<file path="src/rtl/sid_envelope.sv">
// rtl/sid_envelope.sv - SID voice ADSR envelope generator with SID-exact rate periods
module sid_envelope #(
    parameter int RATE_BITS = 15
) (
    input  logic       clk,
    input  logic       rst,
    input  logic       tick,
    input  logic       gate,
    input  logic [3:0] attack,
    input  logic [3:0] decay,
    input  logic [3:0] sustain,
    input  logic [3:0] release_rate,
    output logic [7:0] env,
    output logic [1:0] state
);

    typedef enum logic [1:0] {
        ST_ATTACK        = 2'd0,
        ST_DECAY_SUSTAIN = 2'd1,
        ST_RELEASE       = 2'd2
    } env_state_t;

    env_state_t           state_q, state_d, edge_state;
    logic [RATE_BITS-1:0] rate_cnt_q, rate_cnt_d, rate_nxt, period;
    logic [4:0]           exp_cnt_q, exp_cnt_d, exp_inc, exp_period;
    logic [7:0]           env_q, env_d, env_step;
    logic                 hold_zero_q, hold_zero_d;
    logic                 gate_q, gate_d;
    logic [3:0]           rate;
    logic                 gate_rise, gate_fall, rate_step;

    function automatic logic [14:0] rate_period(input logic [3:0] idx);
        case (idx)
            4'd0:    rate_period = 15'd9;
            4'd1:    rate_period = 15'd32;
            4'd2:    rate_period = 15'd63;
            4'd3:    rate_period = 15'd95;
            4'd4:    rate_period = 15'd149;
            4'd5:    rate_period = 15'd220;
            4'd6:    rate_period = 15'd267;
            4'd7:    rate_period = 15'd313;
            4'd8:    rate_period = 15'd392;
            4'd9:    rate_period = 15'd977;
            4'd10:   rate_period = 15'd1954;
            4'd11:   rate_period = 15'd3126;
            4'd12:   rate_period = 15'd3907;
            4'd13:   rate_period = 15'd11720;
            4'd14:   rate_period = 15'd19532;
            default: rate_period = 15'd31251;
        endcase
    endfunction

    // Piecewise approximation of an exponential decay curve.
    function automatic logic [4:0] exp_div(input logic [7:0] level);
        if (level >= 8'h5e)      exp_div = 5'd1;
        else if (level >= 8'h37) exp_div = 5'd2;
        else if (level >= 8'h1b) exp_div = 5'd4;
        else if (level >= 8'h0f) exp_div = 5'd8;
        else if (level >= 8'h07) exp_div = 5'd16;
        else if (level >= 8'h01) exp_div = 5'd30;
        else                     exp_div = 5'd1;
    endfunction

    always_comb begin
        gate_rise = gate & ~gate_q;
        gate_fall = ~gate & gate_q;
        if (gate_rise)      edge_state = ST_ATTACK;
        else if (gate_fall) edge_state = ST_RELEASE;
        else                edge_state = state_q;

        case (edge_state)
            ST_ATTACK:        rate = attack;
            ST_DECAY_SUSTAIN: rate = decay;
            default:          rate = release_rate;
        endcase

        period     = RATE_BITS'(rate_period(rate));
        // No clamp: a lowered period lets the counter run past it and wrap.
        rate_nxt   = rate_cnt_q + 1'b1;
        rate_step  = (rate_nxt == period);
        exp_period = exp_div(env_q);
        exp_inc    = exp_cnt_q + 5'd1;

        env_step = env_q;
        if (!hold_zero_q &&
            !(edge_state == ST_DECAY_SUSTAIN && env_q == {sustain, sustain}))
            env_step = env_q - 8'd1;
    end

    always_comb begin
        state_d     = state_q;
        rate_cnt_d  = rate_cnt_q;
        exp_cnt_d   = exp_cnt_q;
        env_d       = env_q;
        hold_zero_d = hold_zero_q;
        gate_d      = gate_q;
        if (tick) begin
            gate_d     = gate;
            state_d    = edge_state;
            rate_cnt_d = rate_step ? '0 : rate_nxt;
            if (gate_rise)
                hold_zero_d = 1'b0;
            if (rate_step) begin
                if (edge_state == ST_ATTACK) begin
                    exp_cnt_d = '0;
                    if (env_q != 8'hff)
                        env_d = env_q + 8'd1;
                    if (env_q == 8'hfe)
                        state_d = ST_DECAY_SUSTAIN;
                end else if (exp_inc == exp_period) begin
                    exp_cnt_d = '0;
                    env_d     = env_step;
                    if (env_step == 8'h00)
                        hold_zero_d = 1'b1;
                end else begin
                    exp_cnt_d = exp_inc;
                end
            end
        end
    end

    always_ff @(posedge clk) begin
        if (rst) begin
            state_q     <= ST_RELEASE;
            rate_cnt_q  <= '0;
            exp_cnt_q   <= '0;
            env_q       <= 8'h00;
            hold_zero_q <= 1'b1;
            gate_q      <= 1'b0;
        end else begin
            state_q     <= state_d;
            rate_cnt_q  <= rate_cnt_d;
            exp_cnt_q   <= exp_cnt_d;
            env_q       <= env_d;
            hold_zero_q <= hold_zero_d;
            gate_q      <= gate_d;
        end
    end

    assign env   = env_q;
    assign state = state_q;

endmodule

</file>
<file path="config.mk">
export PLATFORM = sky130hd
export DESIGN_NAME = sid_envelope
export DESIGN_NICKNAME = d
export VERILOG_FILES = /design/src/rtl/sid_envelope.sv
export SDC_FILE = /design/constraint.sdc
export NUM_CORES = 1
export LEC_CHECK = 0
export CAP_MARGIN = 20
export CORE_UTILIZATION = 45
export DETAILED_ROUTE_END_ITERATION = 8
export HOLD_SLACK_MARGIN = 0.15
export PLACE_DENSITY = 0.76
export SLEW_MARGIN = 20
export SYNTH_ARGS = -nofsm -noshare
export SYNTH_HDL_FRONTEND = slang
export SYNTH_SLANG_ARGS = --single-unit
</file>
<file path="constraint.sdc">
create_clock -name clk -period 4 [get_ports clk]
set_input_delay 0.8 -clock clk [delete_from_list [all_inputs] [get_ports clk]]
set_output_delay 0.8 -clock clk [all_outputs]
set_load 0.005 [all_outputs]
</file>
---- After elaboration in Yosys (flattened, before gate mapping) ----
Memory sizes are Yosys's and may differ from the RTL's.
Index checks and enable logic that the tools add are counted.
storage, ports and cells
  flip-flop bits (word level) ............. 32
  bits in read-only memories .............. 240
  bits of input ports ..................... 20
  output and inout port bits .............. 10
  logic and storage cells ................. 61
  memories kept ........................... 1
cells by class
  add/sub/neg operators ................... 4
  order comparisons ....................... 6
  equality and inequality tests ........... 7
  mux-type cells .......................... 24
  bitwise logic cells ..................... 4
  reduce and logical (&&, ||, !) cells .... 9
memories
  memory           words  width  read ports  clocked after Yosys merged registers in  write ports  line  source
  (no name shown)  16     15     1           0                                        0            33    case (idx)
operators by type and width
  kind                                                                                  number
  5-bit two-way mux                                                                     8
  8-bit two-way mux                                                                     4
  15-bit by 1-bit adder with 15-bit output (second input constant)                      1
  15-bit equality test                                                                  1
  15-bit two-way mux                                                                    1
  2-bit two-way mux                                                                     5
  8-bit by 1-bit adder with 8-bit output (second input constant)                        1
  8-bit equality test                                                                   1
  8-bit equality test (second input constant)                                           1
  8-bit by 1-bit greater-or-equal comparator with 1-bit output (second input constant)  1
  8-bit by 3-bit greater-or-equal comparator with 1-bit output (second input constant)  1
  8-bit by 4-bit greater-or-equal comparator with 1-bit output (second input constant)  1
  8-bit by 5-bit greater-or-equal comparator with 1-bit output (second input constant)  1
  8-bit by 6-bit greater-or-equal comparator with 1-bit output (second input constant)  1
  8-bit by 7-bit greater-or-equal comparator with 1-bit output (second input constant)  1
  8-bit logical NOT                                                                     1
  8-bit inequality test (second input constant)                                         1
  4-bit case mux with 2 select lines                                                    1
  8-bit by 1-bit subtractor with 8-bit output (second input constant)                   1
  5-bit by 1-bit adder with 5-bit output (second input constant)                        1
  5-bit equality test                                                                   1
  1-bit two-way mux                                                                     5
  4-bit AND reduction                                                                   1
  1-bit AND                                                                             2
  other kinds (8)                                                                       11

---- Depth between registers and ports, before layout ----
  word-level depth ........................ 14
  depth in mapped cells ................... 16
  gate-level depth less buffers ........... 13

---- Worst setup path after synthesis ----
Ideal clock, no wire load.
  path type ............................... input to register
  start point ............................. input port gate
  end point ............................... register exp_cnt_q[1]
  library setup time ...................... 0.070 ns
  arrival time ............................ 3.779 ns
  required time ........................... 3.930 ns
  path slack .............................. 0.151 ns
  stages on the path ...................... 15
  path buffers ............................ 2
  path through ............................ nand2b_1 buf_6 a21oi_1 o32ai_2 inv_1 ha_1 inv_1 o22ai_1 a221oi_1 o22ai_1 a211oi_4 nand3_2 buf_6 or4_1 a21oi_1
on the way
  word-level cells in the longest chain between the ends .. 9
  elaborated cells on any way between the ends .. 12
  those cells by class .................... eq/ne: 2; mux: 4; bitwise: 3; reduce/logical: 2; memory: 1
ends and longest elaborated chain
  what                                                                                        line     source
  start, declared                                                                             8        input logic gate,
  1-bit NOT                                                                                   66       gate_fall = ~gate & gate_q;
  1-bit AND                                                                                   66
  2-bit two-way mux                                                                           68       else if (gate_fall) edge_state = ST_RELEASE;
  2-bit two-way mux *                                                                         67       if (gate_rise) edge_state = ST_ATTACK;
  2-bit by 1-bit equality test with 1-bit output / 2-bit logical NOT (equally long branches)  71, 104
  4-bit case mux with 2 select lines                                                          71       case (edge_state)
  memory read 16 x 15 bit                                                                     --
  15-bit equality test                                                                        80       rate_step = (rate_nxt == period);
  2-bit AND reduction (no line)                                                               --
  end signal, assigned                                                                        133      exp_cnt_q <= exp_cnt_d;
  end, declared                                                                               25       logic [4:0] exp_cnt_q, exp_cnt_d, exp_inc, exp_period;
Mark *: on every way between the ends. The rest lies on a longest branch, timed or not.
A chain may end at the register's enable or synchronous reset.

---- Worst setup path in the final report ----
  start point ............................. input port gate
  end point ............................... register env_q[2], in the netlist env[2]
on the way
  word-level cells in the longest chain between the ends .. 11
  elaborated cells on any way between the ends .. 19
  those cells by class .................... eq/ne: 3; mux: 6; bitwise: 3; reduce/logical: 6; memory: 1
ends and longest elaborated chain
  what                                                             line  source
  1-bit NOT                                                        66
  1-bit AND                                                        66
  2-bit two-way mux                                                68
  2-bit two-way mux *                                              67
  branches (longest 7 deep; another with memory read 16 x 15 bit)  --
  end signal, assigned                                             134   env_q <= env_d;
  end, declared                                                    26    logic [7:0] env_q, env_d, env_step;
Mark *: on every way between the ends. The select of a mux whose other input is x is not followed.

==> impl_results.md <==
* Placed cell count at approximately 600
* Post-synthesis cell count at 469
* CP peak stage delay at 0.39 ns
* Yosys cell types at 73
* First-pass GRT wire length at 15500 um
* Worst Skew at 0.0111 ns
* Async set or reset register ratio after synthesis at 0%
* WL/cell at 15.0 um
* Die Wd at between 80 and 90 um
* Run status: complete, no violations
* Vias in the first global route at 3356
* Worst path bufs/invs at 5
* Non-filler cells, final at 613
* Worst-case clock buffer depth at 2
* Vias per cell at 6.00
* CP endpoint kind: flop
* Initial Utilization at a little under half
* Post-synth top flop: dfxtp_1
* Fmax at 261 MHz
* Core area at 0.00729 mm^2
* Area leader, netlist: dfxtp_1
* PwrDens at between 200 and 250 mW/mm^2
* Post-synth EDFFs at 0
* Crit-path most repeated cell: buf_4
* Total power at 992 uW
* Leakage power of the design at 1.51 nW
* Critical Path RT at 4.22 ns
* Synth top cells by count: a21oi_1 (46), nand2_1 (39), dfxtp_1 (32), nand3_1 (32), o21ai_0 (27)
* Placed inst area at 0.00399 mm^2
* Number of synthesis warnings at 0
* Minimum clock period at 3.84 ns
* Slew Limit Fails at 0
* MaxCap Viol Count at 0
* Least-Margin Pin Slew at between 0.6 and 0.7 ns
* Ranking of synthesized cells by area: dfxtp_1 (19%), a21oi_1 (6.7%), ha_1 (5.9%)
* Critical path class: input port to flop
* Antenna diode count at 0
* Drt drc at 0
* IO Pins at 30
* Clock slew at reported path FFs at 0.07 ns
* Die boundary height at 89.1 um
* DRT antenna net count at 0
* Detailed Route Iter0 Violations at 255
* Initial antenna violation count at 0
* Tcrit/Tclk final at 95.9%
* Pin count of the biggest net entering global routing at 33
* HPWL after detailed placement at 6790 um
* Hold WS at 0.482 ns
* Setup crit start kind: input port
* Worst rel slew slack at 56.9%
* Htree depth at 2
* Worst skew pair latency at 0.29 ns
* GR Util All Layers at 24.2%
* Port-buffer cells at 29
* Syn_area_per_cell at 7.28 um^2
* Final net count at 549
* Die ar. at 0.00794 mm^2
* Final instance area at 0.00413 mm^2
* Top cell type's share of synthesized area at a little under a fifth
* Routed WL at 9220 um
* Count leader, synth: a21oi_1
* Endpoints failing hold at 0
* CTS root buffer: clkbuf_8
* Sequential-to-total area share from yosys stat at approximately a fifth
* Mapped Nets at slightly above 500
* Crit path max fanout at 15
* Mapped cell area at 0.00342 mm^2
* Site row count at 31
* Remaining global-route overflow at 0
* Layout cells sized above 1 at 15.8%
* Type of the worst min-delay path: flop to flop
* CTS tree: done
* Peak VDD IR at 0.152 mV
* Slowest-stage cell, CP: o32a_1
* # hold bufs at CTS at 0
* Total CTS buffers at 5
* TritonRoute pass-1 iters at 5
* Crit path max-delay family: compound AO/OA/AOI/OAI gates
* CP cell instances: dlygate4sd2_1, nor2b_1, buf_4, o32a_1, ha_1, inv_1, o21ai_0, o221ai_1, o211ai_1, a211oi_2, and4_4, buf_4, nand4_1, buf_4, or3_1, a21oi_1
* Final Setup Violations at 0
* CP arrival at 4.05 ns
* Area delta synth->final at 21.0%
* Sink Count at 32
* Synth Register Bits at 32
* GPL Wtd Cong at 0.994
* Via count at 3680
-- per-stage QoR --
step / setup TNS [ns] / utilization, % / worst slack (ns)
floorplan: 0 / - / 0.151
global placement: -6.54 / 54.8 / -0.278
detailed placement: -8.57 / 54.8 / -0.363
CTS: 0 / 56.2 / 0.143
global route: -0.0426 / 56.7 / -0.0388
finish: 0 / 56.7 / 0.164
-- layout by cell type, fill, tap and decap left out, types with 4 or more instances in the layout --
master           count
nor2b_1              8
nor2_1              21
o221ai_1             5
clkdlybuf4s50_1     27
buf_4               47
xor2_1              13
o22ai_1              5
xnor2_1             18
dfxtp_1             32
or4_1                6
a21oi_1             45
inv_1               19
ha_1                16
and4_1               4
or3_1               14
and3_1               6
nand3_1             32
nand4_1             13
mux2i_1              4
a31oi_1              9
clkbuf_8             5
nor4_1               4
nand2_1             39
o21ai_0             27
nor3_1              14
nand3b_1             4
-- layout make-up --
type	instances	area (um^2)
clock inverters	3	18.8
flip-flops and latches	32	641
well taps	99	124
clock buffers	5	68.8
fillers	695	3160
multi-input cells	377	2550
repair buffers	77	657
inverters	20	75.1
-- report_power, final --
part           leakage, nW  total (mW)  internal [mW]  switching (mW)
registers            0.259       0.330          0.323         0.00750
logic                 1.21       0.415          0.204           0.211
clock network       0.0479       0.247          0.121           0.126
-- routing by layer --
layer / wire length [um] / track usage (%)
met1: 4240 / 32.1
met2: 4460 / 41.9
met3: 426 / 3.51
met4: 85 / 4.91
met5: 0 / 0
-- kinds of logic (layout without fill, tap and decap cells) --
| logic type | count (synthesis) | after routing | synth area share [%] |
|---|---|---|---|
| AO/OA/AOI/OAI | 138 | 138 | 27.8 |
| AND/OR/NAND/NOR | 186 | 186 | 29.7 |
| XOR/XNOR | 31 | 31 | 7.95 |
| buffers and inverters | 60 | 105 | 8.10 |
| flip-flops | 32 | 32 | 18.8 |
| multiplexers | 6 | 6 | 1.83 |
| adder cells (fa/ha/maj) | 16 | 16 | 5.86 |
-- worst register-to-register path: cells and delay by family (launching register included) --
family                   cells  cell delay, ns
adder cells (fa/ha/maj)      1            0.30
flip-flops                   1            0.50
AO/OA/AOI/OAI                3            0.56
AND/OR/NAND/NOR              5            1.17
multiplexers                 1            0.25
XOR/XNOR                     1            0.41
buffers and inverters        2            0.30
-- registers in the layout, indices dropped and copies added (netlist names) --
signal and count:
hold_zero_q 1, gate_q 1, env 8, rate_cnt_q 15, state 2, exp_cnt_q 5
-- final timing paths --
| kind | start | end | slack, ns | cells past startpoint |
|---|---|---|---|---|
| max reg2reg | rate_cnt_q[0]$_SDFFE_PP0P_ | env[2]$_SDFFE_PP0P_ | 0.45 | 13 |
| min | rate_cnt_q[14]$_SDFFE_PP0P_ | rate_cnt_q[14]$_SDFFE_PP0P_ | 0.48 | 2 |
| min reg2reg | rate_cnt_q[14]$_SDFFE_PP0P_ | rate_cnt_q[14]$_SDFFE_PP0P_ | 0.48 | 2 |
| max | gate | env[2]$_SDFFE_PP0P_ | 0.16 | 16 |
-- repair_timing --
action,in CTS,in global routing
resized for setup,4,7
pin swaps,1,2
setup endpoints to repair,13,13
setup buffers,0,1
No activity file was read; power rests on OpenSTA's default activity.
